File: config.mk
export PLATFORM = sky130hd
export DESIGN_NAME = mole_judge_flat
export DESIGN_NICKNAME = d
export VERILOG_FILES = /design/src/rtl/mole_judge_if.sv /design/src/rtl/mole_judge.sv /design/src/flat_wrapper.sv
export SDC_FILE = /design/constraint.sdc
export NUM_CORES = 1
export LEC_CHECK = 0
export CORE_UTILIZATION = 50
export CTS_BUF_LIST = sky130_fd_sc_hd__clkbuf_16
export DETAILED_ROUTE_END_ITERATION = 8
export PLACE_DENSITY = 0.76
export SLEW_MARGIN = 20
export SYNTH_ARGS = -nofsm -noshare
export SYNTH_HDL_FRONTEND = slang
export SYNTH_SLANG_ARGS = --single-unit
File: constraint.sdc
create_clock -name clk -period 2.85 [get_ports clk]
set_clock_uncertainty 0.05 [all_clocks]
set_input_delay 0.285 -clock clk [delete_from_list [all_inputs] [get_ports clk]]
set_output_delay 0.285 -clock clk [all_outputs]
set_load 0.05 [all_outputs]
File: src/rtl/mole_judge_if.sv
// Signal bundle between the whack-a-mole judge and its surroundings.
// The master drives the game inputs; the judge (slave) drives the ring and display controls.
interface mole_judge_if;
    logic       start;
    logic       tick;
    logic [9:0] mole_posit;
    logic [9:0] whack;
    logic       ring_reset;
    logic       ring_en;
    logic       hit;
    logic [7:0] score_bcd;
    logic [1:0] misses;
    logic       led_flash;
    logic       game_over;

    modport master (
        output start, tick, mole_posit, whack,
        input  ring_reset, ring_en, hit, score_bcd, misses, led_flash, game_over
    );

    modport slave (
        input  start, tick, mole_posit, whack,
        output ring_reset, ring_en, hit, score_bcd, misses, led_flash, game_over
    );
endinterface

File: src/rtl/mole_judge.sv
// Whack-a-mole referee: times each mole, scores hits in BCD, counts misses and
// shrinks the visible window every tenth hit.
module mole_judge #(
    parameter int unsigned WINDOW_INIT = 200,
    parameter int unsigned WINDOW_MIN  = 40,
    parameter int unsigned WINDOW_STEP = 20,
    parameter int unsigned FLASH_TICKS = 50,
    parameter int unsigned MAX_MISSES  = 3
) (
    input logic         clk,
    input logic         judge_reset,
    mole_judge_if.slave bus
);

    localparam int unsigned FlashW = (FLASH_TICKS < 2) ? 1 : $clog2(FLASH_TICKS + 1);

    localparam logic [9:0]        WinInit   = 10'(WINDOW_INIT);
    localparam logic [9:0]        WinMin    = 10'(WINDOW_MIN);
    localparam logic [9:0]        WinStep   = 10'(WINDOW_STEP);
    localparam logic [10:0]       ShrinkThr = 11'(WINDOW_MIN + WINDOW_STEP);
    localparam logic [FlashW-1:0] FlashInit = FlashW'(FLASH_TICKS);
    localparam logic [1:0]        MissMax   = 2'(MAX_MISSES);

    typedef enum logic [2:0] {
        StIdle,
        StArm,
        StShow,
        StFlash,
        StAdvance,
        StOver
    } state_e;

    state_e            state_q, state_d;
    logic [9:0]        whack_q, whack_d;
    logic [7:0]        score_q, score_d;
    logic [1:0]        misses_q, misses_d;
    logic [3:0]        hit_grp_q, hit_grp_d;
    logic [9:0]        window_q, window_d;
    logic [9:0]        win_cnt_q, win_cnt_d;
    logic [FlashW-1:0] flash_cnt_q, flash_cnt_d;
    logic              hit_q, hit_d;

    logic [9:0] whack_rise;
    logic       mole_valid;
    logic       miss;

    // Saturating two-digit BCD increment.
    function automatic logic [7:0] bcd_inc(input logic [7:0] v);
        logic [7:0] r;
        if (v == 8'h99) begin
            r = v;
        end else if (v[3:0] == 4'd9) begin
            r = {v[7:4] + 4'd1, 4'd0};
        end else begin
            r = {v[7:4], v[3:0] + 4'd1};
        end
        return r;
    endfunction

    assign whack_rise = bus.whack & ~whack_q;
    assign mole_valid = $onehot(bus.mole_posit);

    always_comb begin
        state_d     = state_q;
        whack_d     = bus.whack;
        score_d     = score_q;
        misses_d    = misses_q;
        hit_grp_d   = hit_grp_q;
        window_d    = window_q;
        win_cnt_d   = win_cnt_q;
        flash_cnt_d = flash_cnt_q;
        hit_d       = 1'b0;
        miss        = 1'b0;

        case (state_q)
            StIdle, StOver: begin
                if (bus.start) begin
                    state_d   = StArm;
                    score_d   = 8'h00;
                    misses_d  = 2'd0;
                    hit_grp_d = 4'd0;
                    window_d  = WinInit;
                end
            end

            StArm: begin
                win_cnt_d = window_q;
                state_d   = StShow;
            end

            StShow: begin
                // A whack edge outranks a coincident timeout tick.
                if (mole_valid) begin
                    if (whack_rise != 10'd0) begin
                        if (whack_rise == bus.mole_posit) begin
                            hit_d       = 1'b1;
                            score_d     = bcd_inc(score_q);
                            flash_cnt_d = FlashInit;
                            state_d     = StFlash;
                            if (hit_grp_q == 4'd9) begin
                                hit_grp_d = 4'd0;
                                window_d  = ({1'b0, window_q} >= ShrinkThr) ?
                                            window_q - WinStep : WinMin;
                            end else begin
                                hit_grp_d = hit_grp_q + 4'd1;
                            end
                        end else begin
                            miss = 1'b1;
                        end
                    end else if (bus.tick) begin
                        if (win_cnt_q <= 10'd1) begin
                            miss = 1'b1;
                        end else begin
                            win_cnt_d = win_cnt_q - 10'd1;
                        end
                    end
                end
                if (miss) begin
                    misses_d = misses_q + 2'd1;
                    state_d  = (misses_d == MissMax) ? StOver : StAdvance;
                end
            end

            StFlash: begin
                if (bus.tick) begin
                    if (flash_cnt_q <= FlashW'(1)) begin
                        state_d = StAdvance;
                    end else begin
                        flash_cnt_d = flash_cnt_q - FlashW'(1);
                    end
                end
            end

            StAdvance: begin
                win_cnt_d = window_q;
                state_d   = StShow;
            end

            default: state_d = StIdle;
        endcase
    end

    always_ff @(posedge clk or posedge judge_reset) begin
        if (judge_reset) begin
            state_q     <= StIdle;
            whack_q     <= 10'd0;
            score_q     <= 8'h00;
            misses_q    <= 2'd0;
            hit_grp_q   <= 4'd0;
            window_q    <= WinInit;
            win_cnt_q   <= 10'd0;
            flash_cnt_q <= '0;
            hit_q       <= 1'b0;
        end else begin
            state_q     <= state_d;
            whack_q     <= whack_d;
            score_q     <= score_d;
            misses_q    <= misses_d;
            hit_grp_q   <= hit_grp_d;
            window_q    <= window_d;
            win_cnt_q   <= win_cnt_d;
            flash_cnt_q <= flash_cnt_d;
            hit_q       <= hit_d;
        end
    end

    // Pulses decode from exclusive states, so ring_en and ring_reset never overlap.
    assign bus.ring_reset = (state_q == StArm);
    assign bus.ring_en    = (state_q == StAdvance);
    assign bus.led_flash  = (state_q == StFlash);
    assign bus.game_over  = (state_q == StOver);
    assign bus.hit        = hit_q;
    assign bus.score_bcd  = score_q;
    assign bus.misses     = misses_q;

endmodule

File: src/flat_wrapper.sv
// flat-port wrapper written by rule: the top's interface ports become plain ports
module mole_judge_flat 
#(
    parameter int unsigned WINDOW_INIT = 200,
    parameter int unsigned WINDOW_MIN  = 40,
    parameter int unsigned WINDOW_STEP = 20,
    parameter int unsigned FLASH_TICKS = 50,
    parameter int unsigned MAX_MISSES  = 3
)
  (clk, judge_reset, bus_start, bus_tick, bus_mole_posit, bus_whack, bus_ring_reset, bus_ring_en, bus_hit, bus_score_bcd, bus_misses, bus_led_flash, bus_game_over);
  mole_judge_if bus_i ();
  input logic clk;
  input logic judge_reset;
  input wire logic [$bits(bus_i.start)-1:0] bus_start;
  input wire logic [$bits(bus_i.tick)-1:0] bus_tick;
  input wire logic [$bits(bus_i.mole_posit)-1:0] bus_mole_posit;
  input wire logic [$bits(bus_i.whack)-1:0] bus_whack;
  output wire logic [$bits(bus_i.ring_reset)-1:0] bus_ring_reset;
  output wire logic [$bits(bus_i.ring_en)-1:0] bus_ring_en;
  output wire logic [$bits(bus_i.hit)-1:0] bus_hit;
  output wire logic [$bits(bus_i.score_bcd)-1:0] bus_score_bcd;
  output wire logic [$bits(bus_i.misses)-1:0] bus_misses;
  output wire logic [$bits(bus_i.led_flash)-1:0] bus_led_flash;
  output wire logic [$bits(bus_i.game_over)-1:0] bus_game_over;
  assign bus_i.start = bus_start;
  assign bus_i.tick = bus_tick;
  assign bus_i.mole_posit = bus_mole_posit;
  assign bus_i.whack = bus_whack;
  assign bus_ring_reset = bus_i.ring_reset;
  assign bus_ring_en = bus_i.ring_en;
  assign bus_hit = bus_i.hit;
  assign bus_score_bcd = bus_i.score_bcd;
  assign bus_misses = bus_i.misses;
  assign bus_led_flash = bus_i.led_flash;
  assign bus_game_over = bus_i.game_over;
  mole_judge #(.WINDOW_INIT(WINDOW_INIT), .WINDOW_MIN(WINDOW_MIN), .WINDOW_STEP(WINDOW_STEP), .FLASH_TICKS(FLASH_TICKS), .MAX_MISSES(MAX_MISSES)) u_core (.clk(clk), .judge_reset(judge_reset), .bus(bus_i));
endmodule
After elaboration in Yosys (flattened, before gate mapping)

Cells that the tools add are included.

Register bits: 54
Input port bits: 24
Output and inout port bits: 15
Word-level logic and storage cells: 127

Add/subtract/negate cells: 16
$lt $le $gt $ge: 3
Eq/ne operators: 28
Mux-type cells: 53
Bitwise operators: 2
Reduce and logical (&&, ||, !) cells: 15

Operator list:

| kind                                                 | number |
|---|---|
| two-way mux 10 bit                                   | 10 |
| two-way mux 8 bit                                    | 6 |
| case mux 10 bit (2 select lines)                     | 2 |
| two-way mux 6 bit                                    | 5 |
| AND reduction 6 bit                                  | 4 |
| two-way mux 3 bit                                    | 7 |
| two-way mux 4 bit                                    | 5 |
| adder 4 bit                                          | 4 |
| case mux 8 bit (2 select lines)                      | 1 |
| != test 2 x 1 -> 1 bit, second input constant        | 7 |
| != test 2 bit, second input constant                 | 7 |
| adder 4 x 1 -> 4 bit, second input constant          | 3 |
| case mux 3 bit (4 select lines)                      | 1 |
| case mux 6 bit (2 select lines)                      | 1 |
| two-way mux 1 bit                                    | 11 |
| adder 1 x 1 -> 2 bit                                 | 5 |
| AND 10 bit                                           | 1 |
| == test 10 bit                                       | 1 |
| >= comparator 10 x 6 -> 1 bit, second input constant | 1 |
| <= comparator 10 x 1 -> 1 bit, second input constant | 1 |
| NOT 10 bit                                           | 1 |
| AND reduction 5 bit                                  | 2 |
| nonzero test 10 bit                                  | 1 |
| subtractor 10 x 1 -> 10 bit, second input constant   | 1 |
| other kinds (20)                                     | 29 |

Depth between registers and ports, before layout

Depth after elaboration: 9
Gate-level depth with buffers: 15
Gate-level depth less buffers: 14

Least setup slack after synthesis

Ideal clock, no wire load.

Path kind: in2reg
From: input bus_mole_posit[0]
To: register u_core.window_q[8]
Library setup time: 0.129 ns
Data arrival time: 3.791 ns
Slack: -1.119 ns
Cell stages on the path: 15
Path buffers: 1
Path through: ha_1 inv_1 fa_1 fa_1 inv_1 fa_1 inv_1 fa_1 or4b_1 or3_4 a31oi_4 buf_8 nand4_2 o211ai_2 o41ai_2

Longest elaborated chain between the ends: 7
Elaborated cells between the ends (all ways): 9
Classes of those cells: add/sub: 4; eq/ne: 4; reduce/logical: 1

Ends and longest elaborated chain:

| element                                         | line               | text |
|---|---|---|
| start: declaration                              | flat_wrapper.sv:16 | `input wire logic [$bits(bus_i.mole_posit)-1:0] bus_mole_posit;` |
| adder 1 x 1 -> 2 bit (implied by the code)      | mole_judge.sv:61   | `assign mole_valid = $onehot(bus.mole_posit);` |
| adder 4 bit (implied by the code) (3 in series) | mole_judge.sv:61   |  |
| == test 4 x 1 -> 1 bit                          | mole_judge.sv:61   |  |
| != test 2 x 1 -> 1 bit (no line)                | -                  |  |
| AND reduction 6 bit (no line) (*)               | -                  |  |
| end signal: assignment                          | mole_judge.sv:150  | `window_q <= WinInit;` |
| end signal: assignment                          | mole_judge.sv:160  | `window_q <= window_d;` |
| end: declaration                                | mole_judge.sv:38   | `logic [9:0] window_q, window_d;` |

Mark *: on every way between the ends. The rest lies on a longest branch, timed or not.
A chain may end at the register's enable or synchronous reset.

Final worst setup path

From: input bus_mole_posit[0]
To: register u_core.window_q[4]

Same word-level chain as after synthesis.

==> impl_results.md <==
- Outcome: complete, but fails checks
- Failing checks: negative setup slack
- Setup crit end kind: flip-flop
- Pins Over Slew Limit: 0
- RSZ-0062 raised after global routing: yes
- Fmax: 263 MHz
- WHS Endpoint: u_core.whack_q[7]
- Cell depth of the worst hold path: 1
- First-pass GRT wire length: 14500 um
- Worst-Margin Slew: 0.917 ns
- Worst setup path class: primary input to flip-flop
- CTS root buf: clkbuf_16
- Final core occ: 0.702
- H-tree Lvls: 2
- CTS tree: yes
- PD cells: 869 nW/um^2
- Logic pwr share: 0.579
- Critical path fanouts, max: 5
- Pint: 2.28 mW
- Commonest non-fill, non-tap cell in the layout: dfrtp_1
- Vias per Instance: 5.95
- CTS buffer count: 5
- CP max stage cell: fa_1
- Fraction of registers with async set/reset: 1.00
- YS warnings: 0
- Critical Path AT: 3.94 ns
- Worst EP required: 2.99 ns
- Starting Density: 0.526
- Max Cap Viol: 0
- Worst reg2reg path depth: 8
- Register Area: 1310 um^2
- CTS hold repair buffers: 0
- Worst slew margin: 0.388
- Sw Ratio: 0.456
- Post-DP HPWL: 6490 um
- Share of cells above drive strength 1: 0.317
- Die W: 87.0 um
- CP most frequent cell: inv_2
- Switch Pwr: 1.91 mW
- Largest net degree at the start of global routing: 45
- Most frequent cells in the layout: dfrtp_1 (49), nand2_1 (37), clkdlybuf4s50_1 (32)
- CP delay by family, top: adder cells
- Top FF cell, synth: dfrtp_1
- Design Power: 4.19 mW
- Post-Syn Nets: 432
- Post-layout min period: 3.81 ns
- Initial antenna violation count: 0
- Critical Path Source Type: primary input
- Top cells by area, synth: dfrtp_1 (34%), ha_1 (6.9%), nand2_1 (4.3%), fa_1 (3.3%), inv_1 (2.8%)
- Clock power frac: 0.145
- Final Hold Viols: 0
- HP Class: primary input to flip-flop
- Cell variety after synth: 77
- Worst-Skew Late Latency: 0.29 ns
- Via count: 3253
- WL final: 9420 um
- DRC viols: 0
- Clock sink total: 52
- Post-place setup slack: -1.73 ns
- CORE AREA: 6870 um^2
- Crit Reg-Reg Endpoint: u_core.win_cnt_q[4]
- Drt pass-1 iters: 5
- Diodes inserted: 0
- Final setup viols: 42
- Drt wl/cell: 17.2 um
- Final Wtd Congestion: 0.930
- Seq pwr share: 0.276
- Seq/Total Area, Yosys: 0.361
- CTS Buffer Depth: 2
- DRT iter0 DRCs: 308
- Setup slack after layout: -0.959 ns
- Maximum resistive drop on vdd: 491 uV
- Reg2Reg Setup Slack: 0.37 ns
- Worst R2R Start: u_core.win_cnt_q[0]
- Net count, final: 500
- LEAKAGE: 2.00 nW
- Tcrit/Tclk final: 1.34
- CP max stage delay: 0.55 ns
- Die Y: 87.0 um
- Mapped Avg Cell Area: 9.46 um^2
- Mapped Cells: 382
- Clock slew at reported path FFs: 0.07 ns
- CP Cell Sequence: buf_8, ha_4, inv_2, fa_1, fa_1, inv_2, fa_2, inv_2, fa_2, or4b_4, or3_4, a31oi_4, buf_6, nand4_1, o311ai_1
- Seq cells post-synth: 52
- Port buffer count: 38
- Full die area: 7570 um^2
- Bufs and invs on worst path: 5
- Filler Cell Count: 503
- Syn-to-layout area delta: 33.4%
- Number of global-route vias before repair: 3102
- Total Routing Usage GR: 0.248
- Synth Cell Area: 3610 um^2
- DRT antenna net count: 0
- Worst Hold Launch: bus_whack[7]
- # rows: 30
- Post-synth top area cell: dfrtp_1
- Top cell type's share of synthesized area: 0.339
- GRT overflow: 0
- Number of synthesized flops with an enable pin: 0
- Multi-input logic area: 2430 um^2
- I/O Pins: 39
[sequential cells by signal (all words and copies together), names as in the netlist]
signal and count:
u_core.win_cnt_q 10, u_core.state_q 3, u_core.bus.misses 2, u_core.whack_q 10, u_core.flash_cnt_q 6, u_core.window_q 8
u_core.bus.hit 1, u_core.hit_grp_q 4, u_core.bus.score_bcd 8
[power groups by stage]
stage	Combinational [mW]	Clock [mW]	Sequential, mW
6_report	2.42	0.608	1.16
5_1_grt	2.61	0.652	1.18
4_1_cts	2.14	0.618	1.14
3_5_place_dp	1.99	0	1.15
3_3_place_gp	1.92	0	1.14
2_1_floorplan	1.45	0	1.10
[worst register-to-register path, cell delays in order, from the launching register on]
cell and delay [ns]:
dfrtp_1 0.38, inv_1 0.10, ha_1 0.27, o21bai_1 0.21, o31a_1 0.16, and4_1 0.46, nand3_2 0.18, or4_4 0.45
a31oi_4 0.16
[how the worst max path moves through the flow]
stage                                 start                       to  slack (ns)  depth (start not counted)
after floorplan           bus_mole_posit[1]       u_core.window_q[8]       -1.11                         15
after global placement    bus_mole_posit[0]  u_core.bus.score_bcd[4]       -1.61                         16
after detailed placement  bus_mole_posit[1]       u_core.window_q[8]       -1.73                         16
after CTS                 bus_mole_posit[0]  u_core.bus.score_bcd[4]       -0.97                         16
after global routing      bus_mole_posit[0]       u_core.window_q[4]       -1.09                         15
final                     bus_mole_posit[0]       u_core.window_q[4]       -0.96                         15
[routing by layer]
layer,wire length [um],part of all wire,vias to the layer above,GRT usage
met5,0,0,-,0
met2,4890,0.52,145,0.444
met3,625,0.066,18,0.0408
met4,146,0.016,0,0.0591
met1,3760,0.40,1574,0.311
li1,-,-,1516,-
[logic make-up after synthesis]
kind of cell / Yosys count / synth area share
AO/OA/AOI/OAI: 78 / 0.163
flip-flops: 52 / 0.361
AND/OR/NAND/NOR: 161 / 0.254
adder cells (fa/ha/maj): 26 / 0.102
buffers and inverters: 43 / 0.0641
multiplexers: 5 / 0.0139
XOR/XNOR: 17 / 0.0412
[cells in the mapped netlist, types with 3 or more instances]
cell type,number
a21o_1,3
a21oi_1,10
a31oi_1,8
a41oi_1,3
buf_2,3
buf_6,4
clkbuf_1,4
dfrtp_1,49
dfstp_2,3
fa_1,6
ha_1,20
inv_1,27
mux2i_1,5
nand2_1,41
nand2b_1,3
nand3_1,10
nand4_1,11
nor2_1,26
nor2b_1,3
nor2b_2,7
nor3_1,9
nor4_1,7
o211ai_1,5
o21ai_0,14
o22ai_1,3
o31ai_1,5
o32ai_1,3
or2_2,6
or3_1,10
xnor2_1,11
xor2_1,6
[per-stage QoR]
stage / setup TNS (ns) / std cells / cell area, um^2 / hold WS [ns]
CTS: -36.27 / 543 / 4580 / 0.404
detailed placement: -64.09 / 531 / 4290 / 0.438
global route: -40.15 / 547 / 4820 / 0.406
floorplan: -32.25 / 382 / 3690 / 0.266
global placement: -60.51 / 531 / 4290 / 0.424
finish: -35.15 / 547 / 4820 / 0.405
[layout make-up]
class / instances / area share
inverters: 27 / 0.0215
multi-input cells: 288 / 0.505
repair buffers: 76 / 0.147
clock buffers: 5 / 0.0260
flip-flops and latches: 52 / 0.271
well taps: 96 / 0.0249
clock inverters: 3 / 0.00441
[repair_timing]
action	CTS	global route
pin swaps	20	26
setup buffers	4	4
setup endpoints to repair	42	42
gates resized for setup	55	38
gates cloned	0	1
Power figures use the tool's default switching activity.
